File: src/rtl/nn_bus_pkg.sv
// Shared multicast-bus definitions: bus width, tag address width, word type and a clog2 helper.
// No logic or latency; package only.
// No flow control here; consumed by the bus endpoints.
package nn_bus_pkg;

  localparam int BUS_BITWIDTH  = 16;
  localparam int ADDRESS_WIDTH = 4;

  typedef logic [BUS_BITWIDTH-1:0] bus_word_t;

  // Ceiling log2 evaluated at elaboration; clog2(1) returns 0.
  function automatic int clog2(input int value);
    int r;
    int v;
    r = 0;
    v = value - 1;
    while (v > 0) begin
      r = r + 1;
      v = v >> 1;
    end
    return r;
  endfunction

endpackage

File: src/rtl/pe_input_buffer_mem.sv
// DEPTH x BITWIDTH register array: one synchronous write port and one asynchronous read port.
// Write lands on the clock edge; read data follows raddr combinationally.
// No flow control; the owner gates we.
module pe_input_buffer_mem #(
  parameter int BITWIDTH = 16,
  parameter int DEPTH    = 4,
  parameter int AW       = 2
) (
  input  logic                clk,
  input  logic                we,
  input  logic [AW-1:0]       waddr,
  input  logic [BITWIDTH-1:0] wdata,
  input  logic [AW-1:0]       raddr,
  output logic [BITWIDTH-1:0] rdata
);

  // Storage is intentionally not reset; validity is tracked by the owner's pointers.
  logic [BITWIDTH-1:0] mem_q [DEPTH];

  // Write the addressed entry when enabled.
  always_ff @(posedge clk) begin
    if (we) begin
      mem_q[waddr] <= wdata;
    end
  end

  assign rdata = mem_q[raddr];

endmodule

File: src/rtl/pe_input_buffer.sv
// Per-PE input FIFO behind a multicast controller; first-word fall-through valid/ready output.
// Latency: a word pushed on edge N is presented in cycle N+1 (no empty bypass).
// Backpressure: in_ready = !full from registered state only; pushes while full are dropped and flagged.
// Optional statistics counters are enabled with the PE_INPUT_BUFFER_STATS_EN macro.
module pe_input_buffer
  import nn_bus_pkg::*;
#(
  parameter int BITWIDTH = BUS_BITWIDTH,
  parameter int DEPTH    = 4,
  parameter int PTR_W    = clog2(DEPTH)
) (
  input  logic                clk,
  input  logic                rstb,
  input  logic                flush,
  input  logic                in_enable,
  output logic                in_ready,
  input  logic [BITWIDTH-1:0] in_data,
  output logic                out_valid,
  input  logic                out_ready,
  output logic [BITWIDTH-1:0] out_data,
  output logic [PTR_W:0]      count,
  output logic                overflow
`ifdef PE_INPUT_BUFFER_STATS_EN
  ,
  output logic [31:0]         accept_count,
  output logic [15:0]         drop_count
`endif
);

  localparam logic [PTR_W:0] PTR_ONE = {{PTR_W{1'b0}}, 1'b1};

  // Pointers carry one extra wrap bit so full and empty are distinguishable.
  logic [PTR_W:0] wr_ptr_q, wr_ptr_d;
  logic [PTR_W:0] rd_ptr_q, rd_ptr_d;
  logic [PTR_W:0] count_q, count_d;
  logic           overflow_q, overflow_d;

  logic full;
  logic empty;
  logic push;
  logic drop;
  logic pop;

  assign empty = (wr_ptr_q == rd_ptr_q);
  assign full  = (wr_ptr_q[PTR_W-1:0] == rd_ptr_q[PTR_W-1:0]) &&
                 (wr_ptr_q[PTR_W] != rd_ptr_q[PTR_W]);

  // A pop in this cycle never frees space for a push in the same cycle.
  assign push = in_enable && !full;
  assign drop = in_enable && full;
  assign pop  = !empty && out_ready;

  // Next-state for pointers, occupancy and the sticky overflow flag; flush wins over everything.
  always_comb begin
    wr_ptr_d   = wr_ptr_q;
    rd_ptr_d   = rd_ptr_q;
    count_d    = count_q;
    overflow_d = overflow_q;
    if (flush) begin
      wr_ptr_d   = '0;
      rd_ptr_d   = '0;
      count_d    = '0;
      overflow_d = 1'b0;
    end else begin
      if (push) begin
        wr_ptr_d = wr_ptr_q + PTR_ONE;
      end
      if (pop) begin
        rd_ptr_d = rd_ptr_q + PTR_ONE;
      end
      if (push && !pop) begin
        count_d = count_q + PTR_ONE;
      end else if (pop && !push) begin
        count_d = count_q - PTR_ONE;
      end
      if (drop) begin
        overflow_d = 1'b1;
      end
    end
  end

  // State registers; reset clears all bookkeeping immediately.
  always_ff @(posedge clk or negedge rstb) begin
    if (!rstb) begin
      wr_ptr_q   <= '0;
      rd_ptr_q   <= '0;
      count_q    <= '0;
      overflow_q <= 1'b0;
    end else begin
      wr_ptr_q   <= wr_ptr_d;
      rd_ptr_q   <= rd_ptr_d;
      count_q    <= count_d;
      overflow_q <= overflow_d;
    end
  end

  // A push coinciding with flush is discarded, so it must not touch storage either.
  pe_input_buffer_mem #(
    .BITWIDTH (BITWIDTH),
    .DEPTH    (DEPTH),
    .AW       (PTR_W)
  ) u_mem (
    .clk   (clk),
    .we    (push && !flush),
    .waddr (wr_ptr_q[PTR_W-1:0]),
    .wdata (in_data),
    .raddr (rd_ptr_q[PTR_W-1:0]),
    .rdata (out_data)
  );

  assign in_ready  = !full;
  assign out_valid = !empty;
  assign count     = count_q;
  assign overflow  = overflow_q;

`ifdef PE_INPUT_BUFFER_STATS_EN
  logic [31:0] accept_count_q, accept_count_d;
  logic [15:0] drop_count_q, drop_count_d;

  // Accepted pushes wrap freely; dropped pushes saturate so a long stall stays visible.
  always_comb begin
    accept_count_d = accept_count_q;
    drop_count_d   = drop_count_q;
    if (flush) begin
      accept_count_d = '0;
      drop_count_d   = '0;
    end else begin
      if (push) begin
        accept_count_d = accept_count_q + 32'd1;
      end
      if (drop && (drop_count_q != 16'hFFFF)) begin
        drop_count_d = drop_count_q + 16'd1;
      end
    end
  end

  // Statistics registers.
  always_ff @(posedge clk or negedge rstb) begin
    if (!rstb) begin
      accept_count_q <= '0;
      drop_count_q   <= '0;
    end else begin
      accept_count_q <= accept_count_d;
      drop_count_q   <= drop_count_d;
    end
  end

  assign accept_count = accept_count_q;
  assign drop_count   = drop_count_q;
`endif

endmodule
File: config.mk
export PLATFORM = sky130hd
export DESIGN_NAME = pe_input_buffer
export DESIGN_NICKNAME = d
export VERILOG_FILES = /design/src/rtl/nn_bus_pkg.sv /design/src/rtl/pe_input_buffer_mem.sv /design/src/rtl/pe_input_buffer.sv
export SDC_FILE = /design/constraint.sdc
export NUM_CORES = 1
export LEC_CHECK = 0
export ABC_CLOCK_PERIOD_IN_PS = 6700
export CORE_MARGIN = 2
export CORE_UTILIZATION = 40
export CTS_BUF_LIST = sky130_fd_sc_hd__clkbuf_4 sky130_fd_sc_hd__clkbuf_8
export CTS_CLUSTER_SIZE = 20
export DETAILED_ROUTE_END_ITERATION = 6
export GPL_TIMING_DRIVEN = 0
export HOLD_SLACK_MARGIN = 0.02
export PLACE_DENSITY = 0.61
export SKIP_CTS_REPAIR_TIMING = 1
export SLEW_MARGIN = 20
export SYNTH_ARGS = -nofsm -noshare
export SYNTH_HDL_FRONTEND = slang
export SYNTH_SLANG_ARGS = --single-unit
File: constraint.sdc
create_clock -name clk -period 6.7 [get_ports clk]
set_clock_uncertainty 0.2 [all_clocks]
set_input_delay 1.34 -clock clk [delete_from_list [all_inputs] [get_ports clk]]
set_output_delay 1.34 -clock clk [all_outputs]
set_load 0.02 [all_outputs]
==> results of run 1 <==
==> cells by family after synthesis <==
kind of cell               Yosys count
AOI/OAI and AO/OA                   14
xor gates and xnor gates            11
adders and majority gates            6
buffers and inverters               14
DFF                                 74
muxes                               19
and+or+nand+nor                     30
==> stage by stage <==
stage | cell area, sq um | hold slack, ps | std cells | util (%) | worst slack [ps]
after CTS | 3840 | 315 | 328 | 50.5 | 2710
final | 3840 | 301 | 328 | 50.5 | 2780
after global placement | 3650 | 283 | 312 | 48.0 | 2670
after detailed placement | 3650 | 299 | 312 | 48.0 | 2660
after global routing | 3840 | 371 | 328 | 50.5 | 2640
after floorplan | 3100 | 390 | 168 | - | 3730
==> registers in the layout, indices dropped and copies added (netlist names) <==
| register | count |
|---|---|
| wr_ptr_q | 3 |
| rd_ptr_q | 3 |
| overflow | 1 |
| count | 3 |
| u_mem.mem_q | 64 |
==> critical path, cell delays in order (launching register included) <==
cell and delay, ps:
dfrtp_1 380, buf_6 200, buf_2 360, mux4_2 560
clkdlybuf4s50_1 560
==> worst min path at each step <==
stage / endpoint / slack [ps] / startpoint
after CTS: overflow / 320 / overflow
after global placement: overflow / 280 / overflow
after global routing: overflow / 370 / overflow
after detailed placement: overflow / 300 / overflow
final: overflow / 300 / overflow
after floorplan: wr_ptr_q[2] / 390 / wr_ptr_q[2]
==> layout by cell type, fill, tap and decap left out, types with 2 or more instances in the layout <==
master,Yosys,final
clkbuf_8,0,9
nand2_1,6,6
inv_1,8,8
clkinv_1,0,2
xor2_2,3,3
xor2_1,2,2
xnor2_2,2,2
ha_1,5,5
mux2i_1,2,2
a21oi_1,4,4
nor3_1,2,2
xnor2_1,4,4
mux4_2,16,16
nand3_1,3,3
clkinv_4,0,2
and2_1,4,4
buf_6,2,2
dfrtp_1,10,10
edfxtp_1,64,64
nor2_1,13,13
clkdlybuf4s50_1,0,42
clkinvlp_4,0,2
==> cell usage after synthesis (2+ instances only) <==
library cell | n | area share (%)
edfxtp_1 | 64 | 62
nor2_1 | 13 | 1.6
mux4_2 | 16 | 12
xnor2_1 | 4 | 1.1
dfrtp_1 | 10 | 8.1
xnor2_2 | 2 | 1.0
buf_6 | 2 | 0.73
nand2_1 | 6 | 0.73
a21oi_1 | 4 | 0.65
inv_1 | 8 | 0.97
nor3_1 | 2 | 0.32
mux2i_1 | 2 | 0.65
and2_1 | 4 | 0.81
xor2_1 | 2 | 0.57
xor2_2 | 3 | 1.6
nand3_1 | 3 | 0.48
ha_1 | 5 | 2.0
==> where the power goes <==
group / switching, mW / internal [mW] / leakage, nW
clock network: 0.162 / 0.171 / 0.0905
registers: 0.0130 / 0.522 / 0.716
logic: 0.151 / 0.153 / 0.506
total: 0.326 / 0.846 / 1.31
==> layer usage <==
metal | GRT usage (%) | wire length (um) | vias to the layer above
met5 | 0 | 0 | -
met3 | 4.27 | 172 | 4
met2 | 21.6 | 2640 | 31
met1 | 18.0 | 2480 | 798
li1 | - | - | 748
met4 | 5.35 | 50 | 0
==> cell type report <==
type / instances / area, sq um
buffer: 6 / 42.5
clock buffer: 9 / 124
timing repair buffer: 42 / 420
inverter: 8 / 30.0
fill: 656 / 3760
multi-input combinational: 80 / 856
tap: 102 / 128
sequential: 74 / 2170
clock inverter: 7 / 70.1
==> impl_metrics.toml, run 1 <==
[run_status]
status = "completed"

[route]
vias = 1581
final_antenna_net_count = 0
wl_um = 5340
post_drt_wl_per_cell_um = 16.3
vias_per_cell = 4.82
dr.pass1.iters = 4
post-route-drc-count = 0
drt-initial-drc-count = 138

[timing]
period_share_pct = 58.5
max_slew_margin_pct = 40.5
setup_viol = 0
fmax_ghz = 0.255
rsz0062_at_grt = "false"
finalHoldViolCount = 0
finalCriticalPeriod_ps = 3920
tns_ps = 0
max_slew.worst_pin.slew_ps = 892
drv_slew = 0

[logic_synthesis]
netlist-cell-type-count = 35
synth_edf_count = 64
synth_cells = 168
yosys_most_used_dff = "edfxtp_1"
synth_top_family_by_area = "multiplexers"
synth_mux_area_share_pct = 12.8
synthSimpleGateAreaFrac_pct = 4.48
synth_area_sq_um = 3100
async_flop_share_pct = 13.5
synthAdderAreaFrac_pct = 2.66
seq_area_frac_synth_pct = 70.1
synth_compound_area_share_pct = 3.39
syn_avg_cell_area_sq_um = 18.5
yosys.area_share.xor_xnor_pct = 4.32
ys_seq_elements = 74
ys_warn_count = 0
syn_nets = 195

[critical_path]
endpoint_kind = "primary output"
r2r_setup_slack_ps = 4010
r2r-start = "rd_ptr_q[1]"
rr_worst_depth = 10
worstSetupStartpoint = "rd_ptr_q[0]"
arrival_ps = 2380
crit_required_ps = 5160
startpoint_type = "flop"
r2r_end = "count[1]"
criticalPathCategory = "reg -> out"
endpoint = "out_data[8]"
critical_path_peak_fanout = 10

[finish]
n_antenna_cell = 0
drive_gt1_share_pct = 19.0
nets = 248
area_growth_pct = 23.9

[pwr]
p_leak_nw = 1.31
powerDensity_nw_per_um2 = 305
vdd_drop_max_v = 0.000122
total_power_mw = 1.17

[clocking]
cts.clk_slew.worst_paths_ps = 70
insertion_delay_ps = 330
cts-buffers-inserted = 9
cts_root_buf = "clkbuf_8"
cts.sinks = 74
htreeDepth = 3
cts_tree = "built"
clock_path_buffers = 2

[die]
fp-row-count = 32
die_area_sq_um = 8470
coreArea_sq_um = 7610
initial_core_util_pct = 40.8
die_h_um = 92.0
ioPinCount = 43
fp.dieW_um = 92.0

[placement]
gp_congestion = 0.772
port_buffers = 42
dp_hpwl_um = 3400

[worst_hold_path]
hp-class = "reg -> reg"
worst_hold_path.num_cells = 2

[global_route]
first_global_vias = 1752
antenna_found_initial = 0
grt_max_degree = 17
grt_first_pass_wirelength_um = 8730
grt_usage_pct = 13.8
grt-ovfl-total = 0

[run]
maxCapViolCount = 0
No activity file was read; power rests on OpenSTA's default activity.
==> run 2, diff against run 1 <==
--- a/config.mk
+++ b/config.mk
@@ -5,7 +5,7 @@
 export SDC_FILE = /design/constraint.sdc
 export NUM_CORES = 1
 export LEC_CHECK = 0
-export ABC_CLOCK_PERIOD_IN_PS = 6700
+export ABC_CLOCK_PERIOD_IN_PS = 3150
 export CORE_MARGIN = 2
 export CORE_UTILIZATION = 40
 export CTS_BUF_LIST = sky130_fd_sc_hd__clkbuf_4 sky130_fd_sc_hd__clkbuf_8
@@ -13,7 +13,7 @@
 export DETAILED_ROUTE_END_ITERATION = 6
 export GPL_TIMING_DRIVEN = 0
 export HOLD_SLACK_MARGIN = 0.02
-export PLACE_DENSITY = 0.61
+export PLACE_DENSITY = 0.64
 export SKIP_CTS_REPAIR_TIMING = 1
 export SLEW_MARGIN = 20
 export SYNTH_ARGS = -nofsm -noshare
==> constraint.sdc (replaced) <==
create_clock -name clk -period 3.15 [get_ports clk]
set_clock_uncertainty 0.2 [all_clocks]
set_input_delay 0.63 -clock clk [delete_from_list [all_inputs] [get_ports clk]]
set_output_delay 0.63 -clock clk [all_outputs]
set_load 0.02 [all_outputs]
==> impl_metrics.toml, run 2 (same netlist as run 1, synthesis figures left out) <==
[finish]
final_cell_mix = "edfxtp_1 (64), clkdlybuf4s50_1 (42), mux4_2 (16), nor2_1 (13), dfrtp_1 (10)"
regMostFlops = "u_mem.mem_q"
final_util_pct = 50.3
finalNonFillerCells = 326
drive_gt1_share_pct = 19.6
largest_reg_flops = 64
layout_commonest_cell = "edfxtp_1"
finalInstanceArea_sq_um = 3830
fillers = 666
area_growth_pct = 23.5
nets = 247
n_antenna_cell = 0

[route]
final_antenna_net_count = 0
drt-initial-drc-count = 64
wl_um = 5420
post_drt_wl_per_cell_um = 16.6
vias_per_cell = 4.97
dr.pass1.iters = 5
post-route-drc-count = 0
vias = 1619

[pwr]
switchingPower_uw = 681
powerDensity_nw_per_um2 = 645
p_leak_nw = 1.31
internal_power_mw = 1.79
power.clock.fraction_pct = 28.1
comb_power_share_pct = 25.9
p_seq_share_pct = 46.0
vdd_drop_max_v = 0.000298
total_power_mw = 2.47
sw_frac_of_total_pct = 27.6

[placement]
gp_congestion = 0.809
port_buffers = 42
dp_cells = 312
dp_slack_ps = -242
place_area_sq_um = 3650
dp_hpwl_um = 3430

[clocking]
cts-buffers-inserted = 9
htreeDepth = 3
cts.sinks = 74
cts_root_buf = "clkbuf_8"
clock_path_buffers = 2
insertion_delay_ps = 340
cts_tree = "built"
cts.clk_slew.worst_paths_ps = 80

[timing]
tns_ps = 0
max_slew.worst_pin.slew_ps = 844
worst_hold_slack_ps = 316
postLayoutSetupSlackWorst_ps = 193
fmax_ghz = 0.338
period_share_pct = 93.9
rsz0062_at_grt = "false"
finalCriticalPeriod_ps = 2960
drv_slew = 0
max_slew_margin_pct = 43.7
finalHoldViolCount = 0
setup_viol = 0

[critical_path]
worstSetupStartpoint = "rd_ptr_q[0]"
endpoint_kind = "primary output"
startpoint_type = "flop"
crit_required_ps = 2320
criticalPathCategory = "reg -> out"
critical_path_peak_fanout = 19
r2r-start = "rd_ptr_q[0]"
arrival_ps = 2130

[global_route]
grt_max_degree = 17
first_global_vias = 1672
grt-ovfl-total = 0
antenna_found_initial = 0
grt_first_pass_wirelength_um = 8660
grt_usage_pct = 14.1

[run]
maxCapViolCount = 0

[die]
coreArea_sq_um = 7610
initial_core_util_pct = 40.8
die_h_um = 92.0
fp-row-count = 32
fp.dieW_um = 92.0
ioPinCount = 43
die_area_sq_um = 8470

[worst_hold_path]
worstHoldStart = "overflow"
hp-class = "reg -> reg"

[run_status]
status = "completed"
==> run 2: final cells by class <==
cell class	count	area [sq um]	area share, %
inverters	8	30.0	0.784
repair buffers	42	420	11.0
plain buffers	5	38.8	1.01
clock inverters	6	58.8	1.54
clock buffers	9	124	3.23
flip-flops and latches	74	2170	56.7
multi-input cells	80	858	22.4
well taps	102	128	3.33
==> run 2: routing by layer <==
metal / wire length [um] / GRT usage [%] / up-vias / part of all wire (%)
li1: - / - / 749 / -
met1: 2370 / 18.2 / 821 / 44
met2: 2700 / 21.9 / 40 / 50
met3: 229 / 3.29 / 9 / 4.2
met4: 114 / 8.21 / 0 / 2.1
met5: 0 / 0 / - / 0
==> run 2: path summary, 6_finish.rpt <==
| kind | end | slack [ps] | depth (start not counted) |
|---|---|---|---|
| setup / recovery | out_data[1] | 190 | 3 |
| hold / removal | overflow | 320 | 2 |
| setup reg to reg | count[1] | 490 | 10 |
| hold reg to reg | overflow | 320 | 2 |
| max in group asynchronous | rd_ptr_q[1] | 1990 | 1 |
| min in group asynchronous | rd_ptr_q[2] | 420 | 1 |
==> run 2: critical path, stage by stage (launching register included) <==
cell	delay, ps
dfrtp_1	370
buf_6	290
mux4_2	560
clkdlybuf4s50_1	560
==> run 2: power by group through the flow <==
stage          logic (mW)  clock network, mW  registers, mW
6_report            0.639              0.694           1.14
5_1_grt             0.693              0.753           1.14
4_1_cts             0.654              0.713           1.14
3_5_place_dp        0.650                  0           1.16
3_3_place_gp        0.650                  0           1.16
2_1_floorplan       0.405                  0           1.17
